File: src/rtl/adc_serial_write.sv
// Parallel-to-serial transmitter for the 12-bit ADC link: one-entry hold buffer, MSB-first shifter, frame/done strobes.
// Optional feature: define ADC_SERIAL_WRITE_PARITY_EN to append an even-parity bit after each word.
module adc_serial_write #(
    parameter int WIDTH = 12,
    parameter int GAP   = 1
) (
    input  logic             clk,
    input  logic             rst,
    input  logic [WIDTH-1:0] din,
    input  logic             din_valid,
    output logic             din_ready,
    output logic             out,
    output logic             frame,
    output logic             done
);

    localparam int CW       = $clog2(WIDTH + 1);
    localparam int GW       = (GAP > 1) ? $clog2(GAP) : 1;
    localparam int GAP_LAST = (GAP > 0) ? GAP - 1 : 0;
`ifdef ADC_SERIAL_WRITE_PARITY_EN
    localparam int LAST     = WIDTH;
`else
    localparam int LAST     = WIDTH - 1;
`endif

    typedef enum logic [1:0] {
        IDLE   = 2'd0,
        SHIFT  = 2'd1,
        GAP_ST = 2'd2
    } state_t;

`ifdef ADC_SERIAL_WRITE_PARITY_EN
    // Parity bit that makes data plus parity carry an even number of ones.
    function automatic logic even_parity(input logic [WIDTH-1:0] w);
        return ^w;
    endfunction
    logic             par_r;
`endif

    state_t           state_r;
    logic [WIDTH-1:0] shift_r;
    logic [CW-1:0]    cnt_r;
    logic [GW-1:0]    gap_cnt_r;
    logic [WIDTH-1:0] hold_r;
    logic             hold_full_r;
    logic             out_r;
    logic             frame_r;
    logic             done_r;

    logic             accept_s;
    logic             to_hold_s;
    logic             load_s;
    logic             from_hold_s;
    logic             finish_s;
    logic [WIDTH-1:0] load_word_s;

    assign din_ready = !hold_full_r;
    assign out       = out_r;
    assign frame     = frame_r;
    assign done      = done_r;

    // A word only bypasses the hold buffer when the shifter is idle.
    assign accept_s  = din_valid && !hold_full_r;
    assign to_hold_s = accept_s && (state_r != IDLE);

    // Decide whether the shifter loads this edge, and from where.
    always_comb begin
        load_s      = 1'b0;
        from_hold_s = 1'b0;
        finish_s    = 1'b0;
        load_word_s = hold_r;
        case (state_r)
            IDLE: begin
                if (hold_full_r) begin
                    load_s      = 1'b1;
                    from_hold_s = 1'b1;
                end else if (din_valid) begin
                    load_s      = 1'b1;
                    load_word_s = din;
                end else begin
                    load_s      = 1'b0;
                end
            end
            SHIFT: begin
                if (cnt_r == CW'(LAST)) begin
                    finish_s = 1'b1;
                    if ((GAP == 0) && hold_full_r) begin
                        load_s      = 1'b1;
                        from_hold_s = 1'b1;
                    end else begin
                        load_s = 1'b0;
                    end
                end else begin
                    finish_s = 1'b0;
                end
            end
            GAP_ST: begin
                if ((gap_cnt_r == GW'(GAP_LAST)) && hold_full_r) begin
                    load_s      = 1'b1;
                    from_hold_s = 1'b1;
                end else begin
                    load_s = 1'b0;
                end
            end
            default: begin
                load_s = 1'b0;
            end
        endcase
    end

    // Transmit FSM, hold buffer and registered serial outputs.
    always_ff @(posedge clk) begin
        if (rst) begin
            state_r     <= IDLE;
            shift_r     <= '0;
            cnt_r       <= '0;
            gap_cnt_r   <= '0;
            hold_r      <= '0;
            hold_full_r <= 1'b0;
            out_r       <= 1'b0;
            frame_r     <= 1'b0;
            done_r      <= 1'b0;
`ifdef ADC_SERIAL_WRITE_PARITY_EN
            par_r       <= 1'b0;
`endif
        end else begin
            done_r <= finish_s;
            if (to_hold_s) begin
                hold_r      <= din;
                hold_full_r <= 1'b1;
            end else if (from_hold_s) begin
                hold_full_r <= 1'b0;
            end
            if (load_s) begin
                state_r <= SHIFT;
                shift_r <= {load_word_s[WIDTH-2:0], 1'b0};
                out_r   <= load_word_s[WIDTH-1];
                frame_r <= 1'b1;
                cnt_r   <= '0;
`ifdef ADC_SERIAL_WRITE_PARITY_EN
                par_r   <= even_parity(load_word_s);
`endif
            end else begin
                case (state_r)
                    IDLE: begin
                        out_r   <= 1'b0;
                        frame_r <= 1'b0;
                    end
                    SHIFT: begin
                        if (finish_s) begin
                            out_r     <= 1'b0;
                            frame_r   <= 1'b0;
                            gap_cnt_r <= '0;
                            state_r   <= (GAP > 0) ? GAP_ST : IDLE;
                        end else begin
                            cnt_r   <= cnt_r + CW'(1);
                            shift_r <= {shift_r[WIDTH-2:0], 1'b0};
`ifdef ADC_SERIAL_WRITE_PARITY_EN
                            out_r   <= (cnt_r == CW'(WIDTH - 1)) ? par_r : shift_r[WIDTH-1];
`else
                            out_r   <= shift_r[WIDTH-1];
`endif
                        end
                    end
                    GAP_ST: begin
                        out_r   <= 1'b0;
                        frame_r <= 1'b0;
                        if (gap_cnt_r == GW'(GAP_LAST)) begin
                            state_r <= IDLE;
                        end else begin
                            gap_cnt_r <= gap_cnt_r + GW'(1);
                        end
                    end
                    default: begin
                        state_r <= IDLE;
                        out_r   <= 1'b0;
                        frame_r <= 1'b0;
                    end
                endcase
            end
        end
    end

endmodule

File: config.mk
export PLATFORM = sky130hd
export DESIGN_NAME = adc_serial_write
export DESIGN_NICKNAME = d
export VERILOG_FILES = /design/src/rtl/adc_serial_write.sv
export SDC_FILE = /design/constraint.sdc
export NUM_CORES = 1
export LEC_CHECK = 0
export CORE_UTILIZATION = 30
export CTS_CLUSTER_SIZE = 25
export DETAILED_ROUTE_END_ITERATION = 6
export PLACE_DENSITY_LB_ADDON = 0.25
export SLEW_MARGIN = 40
export SYNTH_ARGS = -nofsm -noshare
export SYNTH_HDL_FRONTEND = slang
export SYNTH_SLANG_ARGS = --single-unit
File: constraint.sdc
create_clock -name clk -period 3.1 [get_ports clk]
set_input_delay 0.62 -clock clk [delete_from_list [all_inputs] [get_ports clk]]
set_output_delay 0.62 -clock clk [all_outputs]
set_load 0.01 [all_outputs]
== Word-level counts from Yosys, hierarchy flattened ==
Index checks and enable logic that the tools add are counted.
Word-level totals
  input bits: 15
  output and inout bits: 4
  flip-flop bits (word level): 34
  logic and storage cells: 68
Operators by class
  add/subtract/negate cells: 2
  mux-type cells: 28
  reductions and logical operators: 15
  bitwise operators: 4
  eq/ne operators: 9
Operators with widths (count)
  $mux 12: 6
  $mux 1: 16
  $reduce_and 3->1: 3
  $ne 2x2->1 const B: 4
  $reduce_bool 2->1: 4
  $ne 3x3->1 const B: 2
  $pmux 1 s2: 3
  $pmux 2 s3: 1
  $add 4x1->4 const B: 1
  $eq 4x4->1 const B: 1
  $mux 2: 2
  $not 1->1: 4
  $reduce_and 2->1: 2
  $logic_and 1x1->1: 3
  $eq 2x1->1 const B: 1
  $eq 2x2->1 const B: 1
  $logic_not 2->1: 1
  $reduce_or 2->1: 1
  $add 1x1->1 const B: 1
  $logic_not 1->1: 1

== Logic depth before layout (Yosys ltp) ==
Gate-level depths: netlist of the first run.
  depth in word-level cells: 6
  mapped depth: 6
  depth with buffers taken out: 5

== Worst setup path after synthesis of the first run ==
No wires, ideal clock.
  kind: input-to-reg
  start point: in din_valid
  end point: reg shift_r[10]
  setup time: 140 ps
  cell stages on the path: 4
  slack: 1691 ps
  required time: 2960 ps
  data arrival time: 1269 ps
  cell sequence: nand2b_1 > or3_1 > a21oi_1 > a211oi_2
On the way
  word-level cells in the longest chain between the ends: 5
  elaborated cells between the ends (all ways): 10
Ends and longest elaborated chain
  start, declared: RTL line 10  | input logic din_valid,
  $mux 1: RTL line 77  | end else if (din_valid) begin
  $mux 1: RTL line 74  | if (hold_full_r) begin
  $pmux 1 s2: RTL line 72  | case (state_r)
  $ne 2x2->1 (no source line) or $reduce_bool 2->1 (tied branches)
  $reduce_and 2->1 (no source line)
  end signal, assigned: RTL line 136  | shift_r <= {load_word_s[WIDTH-2:0], 1'b0};
  end signal, assigned: RTL line 157  | shift_r <= {shift_r[WIDTH-2:0], 1'b0};
  end, declared: RTL line 41  | logic [WIDTH-1:0] shift_r;
Several ways; a longest one is shown, not always the timed one.
A chain may end at the register's enable or synchronous reset.

== Worst setup path in the final report of the first run ==
  start point: reg hold_full_r
  end point: out din_ready
On the way
  word-level cells in the longest chain between the ends: 1
Ends and longest elaborated chain
  start, declared: RTL line 45  | logic hold_full_r;
  start signal, assigned: RTL line 119  | hold_full_r <= 1'b0;
  start signal, assigned: RTL line 130  | hold_full_r <= 1'b1;
  start signal, assigned: RTL line 132  | hold_full_r <= 1'b0;
  $logic_not 1->1: RTL line 57  | assign din_ready = !hold_full_r;
  end, declared: RTL line 11  | output logic din_ready,
Every way passes these cells.

==> results of run 1 <==
-- path summary, 6_finish.rpt --
check | from | end
setup / recovery | hold_full_r | din_ready
hold / removal | shift_r[5] | shift_r[5]
setup reg to reg | state_r[0] | shift_r[1]
hold reg to reg | shift_r[5] | shift_r[5]
-- cell type report --
type / instances / area, sq um / share of cell area (%)
inverters: 1 / 3.75 / 0.208
flip-flops and latches: 33 / 661 / 36.6
repair buffers: 19 / 183 / 10.1
multi-input cells: 118 / 793 / 44.0
clock buffers: 8 / 80.1 / 4.44
well taps: 67 / 83.8 / 4.65
-- layer usage --
| layer | global-route usage, % | wire length (um) | vias to the layer above | part of all wire [%] |
|---|---|---|---|---|
| met5 | 0 | 0 | - | 0 |
| met1 | 15.5 | 1550 | 576 | 48 |
| met2 | 23.4 | 1520 | 18 | 47 |
| met3 | 3.73 | 111 | 4 | 3.4 |
| met4 | 5.88 | 42 | 0 | 1.3 |
| li1 | - | - | 607 | - |
-- Yosys cell counts, drive strengths merged --
cell type,n,area (sq um)
ha,1,12.5
nor3,5,25.0
buf,8,62.6
nor4b,2,17.5
nand2b,8,50.1
o31ai,1,7.51
a2bb2oi,5,43.8
a21oi,22,125
and2b,2,17.5
inv,1,3.75
nand3b,1,7.51
and2,6,40.0
or3,5,31.3
o211ai,1,12.5
xor2,1,8.76
a211oi,5,62.6
xnor2,1,8.76
a31oi,5,31.3
nand3,6,30.0
dfxtp,33,661
nor2,13,48.8
nand4,1,6.26
clkbuf,3,11.3
mux2i,13,130
and3,1,6.26
a21o,2,15.0
nand4b,1,8.76
nand2,10,37.5
-- cell families after synthesis --
kind of cell             synth area share, %
flip-flops                              43.4
XOR/XNOR                                1.15
multiplexers                            8.55
buffers and inverters                   5.09
adder cells (fa/ha/maj)                0.822
AO/OA/AOI/OAI                           19.6
AND/OR/NAND/NOR                         21.4
-- through the flow --
step | power, mW | hold slack [ps]
2_1_floorplan | 0.579 | 437
3_3_place_gp | 0.615 | 454
3_5_place_dp | 0.618 | 462
4_1_cts | 0.928 | 472
5_1_grt | 0.961 | 490
6_report | 0.914 | 470
-- power breakdown --
group	switching (mW)	total [mW]	internal, mW	leakage (nW)
clock	0.144	0.304	0.159	0.0395
combinational	0.0701	0.138	0.0678	0.385
sequential	0.0233	0.473	0.450	0.270
total	0.238	0.914	0.677	0.694
-- state kept, by name, indices dropped and copies added, names as in the netlist --
signal and cells:
state_r 2, hold_r 12, frame 1, hold_full_r 1, cnt_r 4, shift_r 11
done 1, out 1
-- worst max-delay path, cell delays in order (launching register included) --
cell and delay [ps]:
dfxtp_1 700, inv_2 260, clkdlybuf4s50_1 540
==> summary.txt, run 1 <==
Clocking
  • Clk sinks: 33
  • TritonCTS clock tree: yes
  • # hold bufs at CTS: 0
  • H-tree Lvls: 2
  • Postcts setup bufs: 0
  • Resized cells post-CTS: 0
  • Worst-Skew Late Latency: 280 ps
  • Clock buffer count from CTS: 5
  • Worst-path clk slew: 60 ps
  • Clock root buffer master: clkbuf_8
  • Max clock buf depth: 2

Drt
  • Pre-Repair DR Iteration Count: 4
  • Vias per inst: 4.90
  • 1st-iter DRT viols: 39
  • Detailed-route via count: 1205
  • Antenna-violating nets left: 0
  • Routed wire length: 3230 um
  • DRC viols: 0
  • Routed length per placed instance: 13.1 um

STA
  • Fin. Hold Viols: 0
  • Setup TNS: 0 ps
  • Clock Skew: 4.77 ps
  • Rel. slew slack: 47.5%
  • Max Slew Vio Count: 0
  • Unrepaired setup endpoints after global routing: no
  • Fin crit share: 77.4%
  • Highest clock rate: 417 MHz
  • Worst-margin pin slew: 786 ps
  • Final Setup Violations: 0
  • Final Critical Period: 2400 ps
  • PnR worst setup slack: 700 ps

Floorplan
  • Row cnt: 25
  • Die area: 5360 sq um
  • Die width: 73.2 um
  • Initial core utilization: 31.6%
  • Core area: 4820 sq um
  • Die height: 73.2 um
  • I/O pins: 19

Final layout
  • Most common cell after layout, fill and taps aside: dfxtp_1
  • # fillers: 513
  • # diodes: 0
  • Final core utilization: 37.5%
  • Post-layout instance area: 1800 sq um
  • Most frequent cells in the layout: dfxtp_1, a21oi_1, clkdlybuf4s50_1, mux2i_1, nor2_1
  • Area delta synth->final: 18.5%
  • Nets: 194
  • Share of cells above drive strength 1: 10.1%
  • Final Non-Filler Cells: 246

GRT
  • Initial antenna violation count: 0
  • First-pass GRT wire length: 5410 um
  • Vias in the first global route: 1188
  • Total Routing Usage GR: 13.5%
  • Largest net degree at the start of global routing: 25
  • Congestion Overflow GR: 0

Place
  • Hpwl dp: 2210 um
  • Placed Cells: 238
  • Setup WS pre-CTS: 973 ps
  • Port bufs: 18
  • Placement Cell Area: 1720 sq um
  • GP Congestion: 0.757

Logic synthesis
  • Syn Nets: 179
  • Mapped Cells: 163
  • Yosys reg bits: 33
  • Register area share after synthesis: 43.4%
  • Synth warn: 0
  • Synth Cell Area: 1520 sq um
  • Post-synth cell types: 34
  • Post-Syn Area per Cell: 9.34 sq um

Run status
  • Outcome: complete, no violations

Worst setup path
  • CP required: 2480 ps
  • Register-to-register setup slack: 1290 ps
  • WS Path Type: reg -> out
  • Setup crit start kind: register
  • Critical path capture point type: output port
  • Crit Path Max Fanout: 19
  • Reg2reg path depth: 4
  • Crit path DAT: 1780 ps

Job
  • Max-capacitance violation count: 0

Pwr
  • Power Density: 507 nW/um^2
  • Leak: 0.694 nW
  • Peak supply drop: 0.249 mV

Min path
  • Worst Hold Depth: 2
  • Hold WC Path Type: reg -> reg
(Power assumes the default switching activity.)
==> run 2, diff against run 1 <==
Clock period 3.1 ns to 2.1 ns, I/O delays scaled along.
==> run 2 against run 1 <==
Clock-buffer cell count down 1. Sequential power up 45%. Die area unchanged. Routed wire length down 0.93%. Final cell count increased by 1.2%. Critical path type unchanged. Largest cell class unchanged.
==> summary.txt, run 2 (synthesized netlist as in run 1, its figures left out) <==
STA
  • Fin crit share: 86.1%
  • Worst-margin pin slew: 580 ps (-206 ps)
  • Final Setup Violations: 0 (unchanged)
  • Final Critical Period: 1810 ps
  • Clock Skew: 3.16 ps (-1.61 ps)
  • Highest clock rate: 553 MHz
  • Unrepaired setup endpoints after global routing: no
  • PnR worst setup slack: 292 ps (-408 ps)
  • Rel. slew slack: 61.2% (+14 points)
  • Fin. Hold Viols: 0 (unchanged)
  • Setup TNS: 0 ps (unchanged)
  • Max Slew Vio Count: 0 (unchanged)

Final layout
  • Post-layout instance area: 1870 sq um (+3.4%)
  • Max reg flops: 12 (unchanged)
  • Final Non-Filler Cells: 249 (+1.2%)
  • Nets: 197 (+1.5%)
  • # fillers: 515 (+0.39%)
  • Most common cell after layout, fill and taps aside: dfxtp_1
  • Share of cells above drive strength 1: 12.6% (+2.6 points)
  • Largest reg by FF count: hold_r
  • Most frequent cells in the layout: dfxtp_1, a21oi_1, clkdlybuf4s50_1, mux2i_1, nor2_1
  • Area delta synth->final: 22.5%
  • # diodes: 0 (unchanged)
  • Biggest regs: hold_r (12), shift_r (11), cnt_r (4)

Place
  • GP Congestion: 0.752 (-0.74%)
  • Placement Cell Area: 1760 sq um (+2.3%)
  • Placed Cells: 241 (+1.3%)
  • Setup WS pre-CTS: 220 ps (-753 ps)
  • Hpwl dp: 2210 um (about the same)
  • Port bufs: 18 (unchanged)

Job
  • Max-capacitance violation count: 0 (unchanged)

Pwr
  • Gate power share: 15.6% (+0.5 points)
  • Seq pwr share: 47.6% (-4.1 points)
  • Total power: 1.44 mW (+57%)
  • Switch Pwr: 0.368 mW (+55%)
  • Pint: 1.07 mW (+58%)
  • Power Density: 770 nW/um^2 (+52%)
  • Leak: 0.729 nW (+5.0%)
  • Sw Share: 25.6% (-0.33 points)
  • Peak supply drop: 0.336 mV (+35%)
  • Clock network power share: 36.8% (+3.6 points)

Floorplan
  • Die height: 73.2 um (unchanged)
  • Core area: 4820 sq um (unchanged)
  • Row cnt: 25 (unchanged)
  • Die width: 73.2 um (unchanged)
  • I/O pins: 19 (unchanged)
  • Initial core utilization: 31.6% (unchanged)
  • Die area: 5360 sq um (unchanged)

Worst setup path
  • Critical path buffer and inverter count: 2 (unchanged)
  • Reg2reg path depth: 5 (+1)
  • Worst R2R Start: state_r[0]
  • Critical path capture point type: output port
  • Delay-heaviest family, CP: buffers and inverters
  • CP Capture Point: din_ready
  • Critical path depth: 2 (unchanged)
  • Crit Path Max Fanout: 11 (-8)
  • Critical R2R Capture: shift_r[1]
  • CP required: 1680 ps (-800 ps)
  • WS Path Type: reg -> out
  • Critical Path Source: hold_full_r
  • Max incr delay on CP: 590 ps (-110 ps)
  • Crit path DAT: 1390 ps (-390 ps)
  • Setup crit start kind: register
  • Register-to-register setup slack: 600 ps (-690 ps)
  • CP Cell Sequence: inv_2, clkdlybuf4s50_1
  • Slowest-stage cell, CP: clkdlybuf4s50_1

GRT
  • Vias in the first global route: 1222 (+2.9%)
  • Congestion Overflow GR: 0 (unchanged)
  • Largest net degree at the start of global routing: 19 (-24%)
  • Total Routing Usage GR: 13.8% (+0.23 points)
  • First-pass GRT wire length: 5530 um (+2.3%)
  • Initial antenna violation count: 0 (unchanged)

Drt
  • 1st-iter DRT viols: 32 (-18%)
  • Routed wire length: 3200 um (-0.93%)
  • Detailed-route via count: 1228 (+1.9%)
  • Routed length per placed instance: 12.9 um (-2.1%)
  • Pre-Repair DR Iteration Count: 4 (unchanged)
  • Vias per inst: 4.93 (+0.68%)
  • Antenna-violating nets left: 0 (unchanged)
  • DRC viols: 0 (unchanged)

Clocking
  • TritonCTS clock tree: yes
  • H-tree Lvls: 2 (unchanged)
  • Clock root buffer master: clkbuf_8
  • Postcts setup bufs: 0 (unchanged)
  • Max clock buf depth: 2 (unchanged)
  • # hold bufs at CTS: 0 (unchanged)
  • Clock buffer count from CTS: 5 (unchanged)
  • Resized cells post-CTS: 0 (unchanged)
  • Worst-path clk slew: 70 ps (about the same)
  • Clk sinks: 33 (unchanged)
  • Worst-Skew Late Latency: 280 ps (about the same)

Min path
  • Hold WC Path Type: reg -> reg

Run status
  • Outcome: complete, no violations
[run 2: how the worst min path moves through the flow]
stage	slack, ps	end	cells after the start	from
3_5_place_dp	460	shift_r[5]	2	shift_r[5]
6_report	470	shift_r[5]	2	shift_r[5]
5_1_grt	480	shift_r[5]	2	shift_r[5]
3_3_place_gp	460	shift_r[7]	2	shift_r[7]
2_1_floorplan	440	out	2	shift_r[11]
4_1_cts	470	shift_r[5]	2	shift_r[5]
[run 2: final cells by class]
| class | instances | area (sq um) | area share (%) |
|---|---|---|---|
| clock inverters | 1 | 5.00 | 0.268 |
| well taps | 67 | 83.8 | 4.49 |
| clock buffers | 7 | 96.3 | 5.16 |
| flip-flops and latches | 33 | 661 | 35.4 |
| multi-input cells | 118 | 793 | 42.5 |
| repair buffers | 22 | 223 | 11.9 |
| inverters | 1 | 3.75 | 0.201 |
[run 2: power groups by stage]
stage | Clock, mW | Combinational [mW] | Sequential (mW)
after floorplan | 0 | 0.161 | 0.694
after global placement | 0 | 0.221 | 0.696
after detailed placement | 0 | 0.225 | 0.697
after CTS | 0.543 | 0.226 | 0.683
after global routing | 0.576 | 0.248 | 0.687
final | 0.528 | 0.224 | 0.684
[run 2: worst reg2reg max path: cells and delay by family (launching register included)]
family / cells / cell delay [ps]
buffers and inverters: 1 / 250
AOI/OAI and AO/OA: 1 / 80
and+or+nand+nor: 3 / 670
DFF: 1 / 380
[run 2: per-stage QoR]
step / util (%) / hold slack, ps
after floorplan: - / 437
after global placement: 36.4 / 456
after detailed placement: 36.4 / 460
final: 38.7 / 467
after global routing: 38.7 / 484
after CTS: 38.5 / 470
[run 2: per-layer routing]
| metal | up-vias | track usage (%) | routed length, um |
|---|---|---|---|
| li1 | 615 | - | - |
| met1 | 584 | 16.8 | 1480 |
| met2 | 23 | 22.5 | 1560 |
| met3 | 6 | 4.01 | 119 |
| met4 | 0 | 5.66 | 43 |
| met5 | - | 0 | 0 |
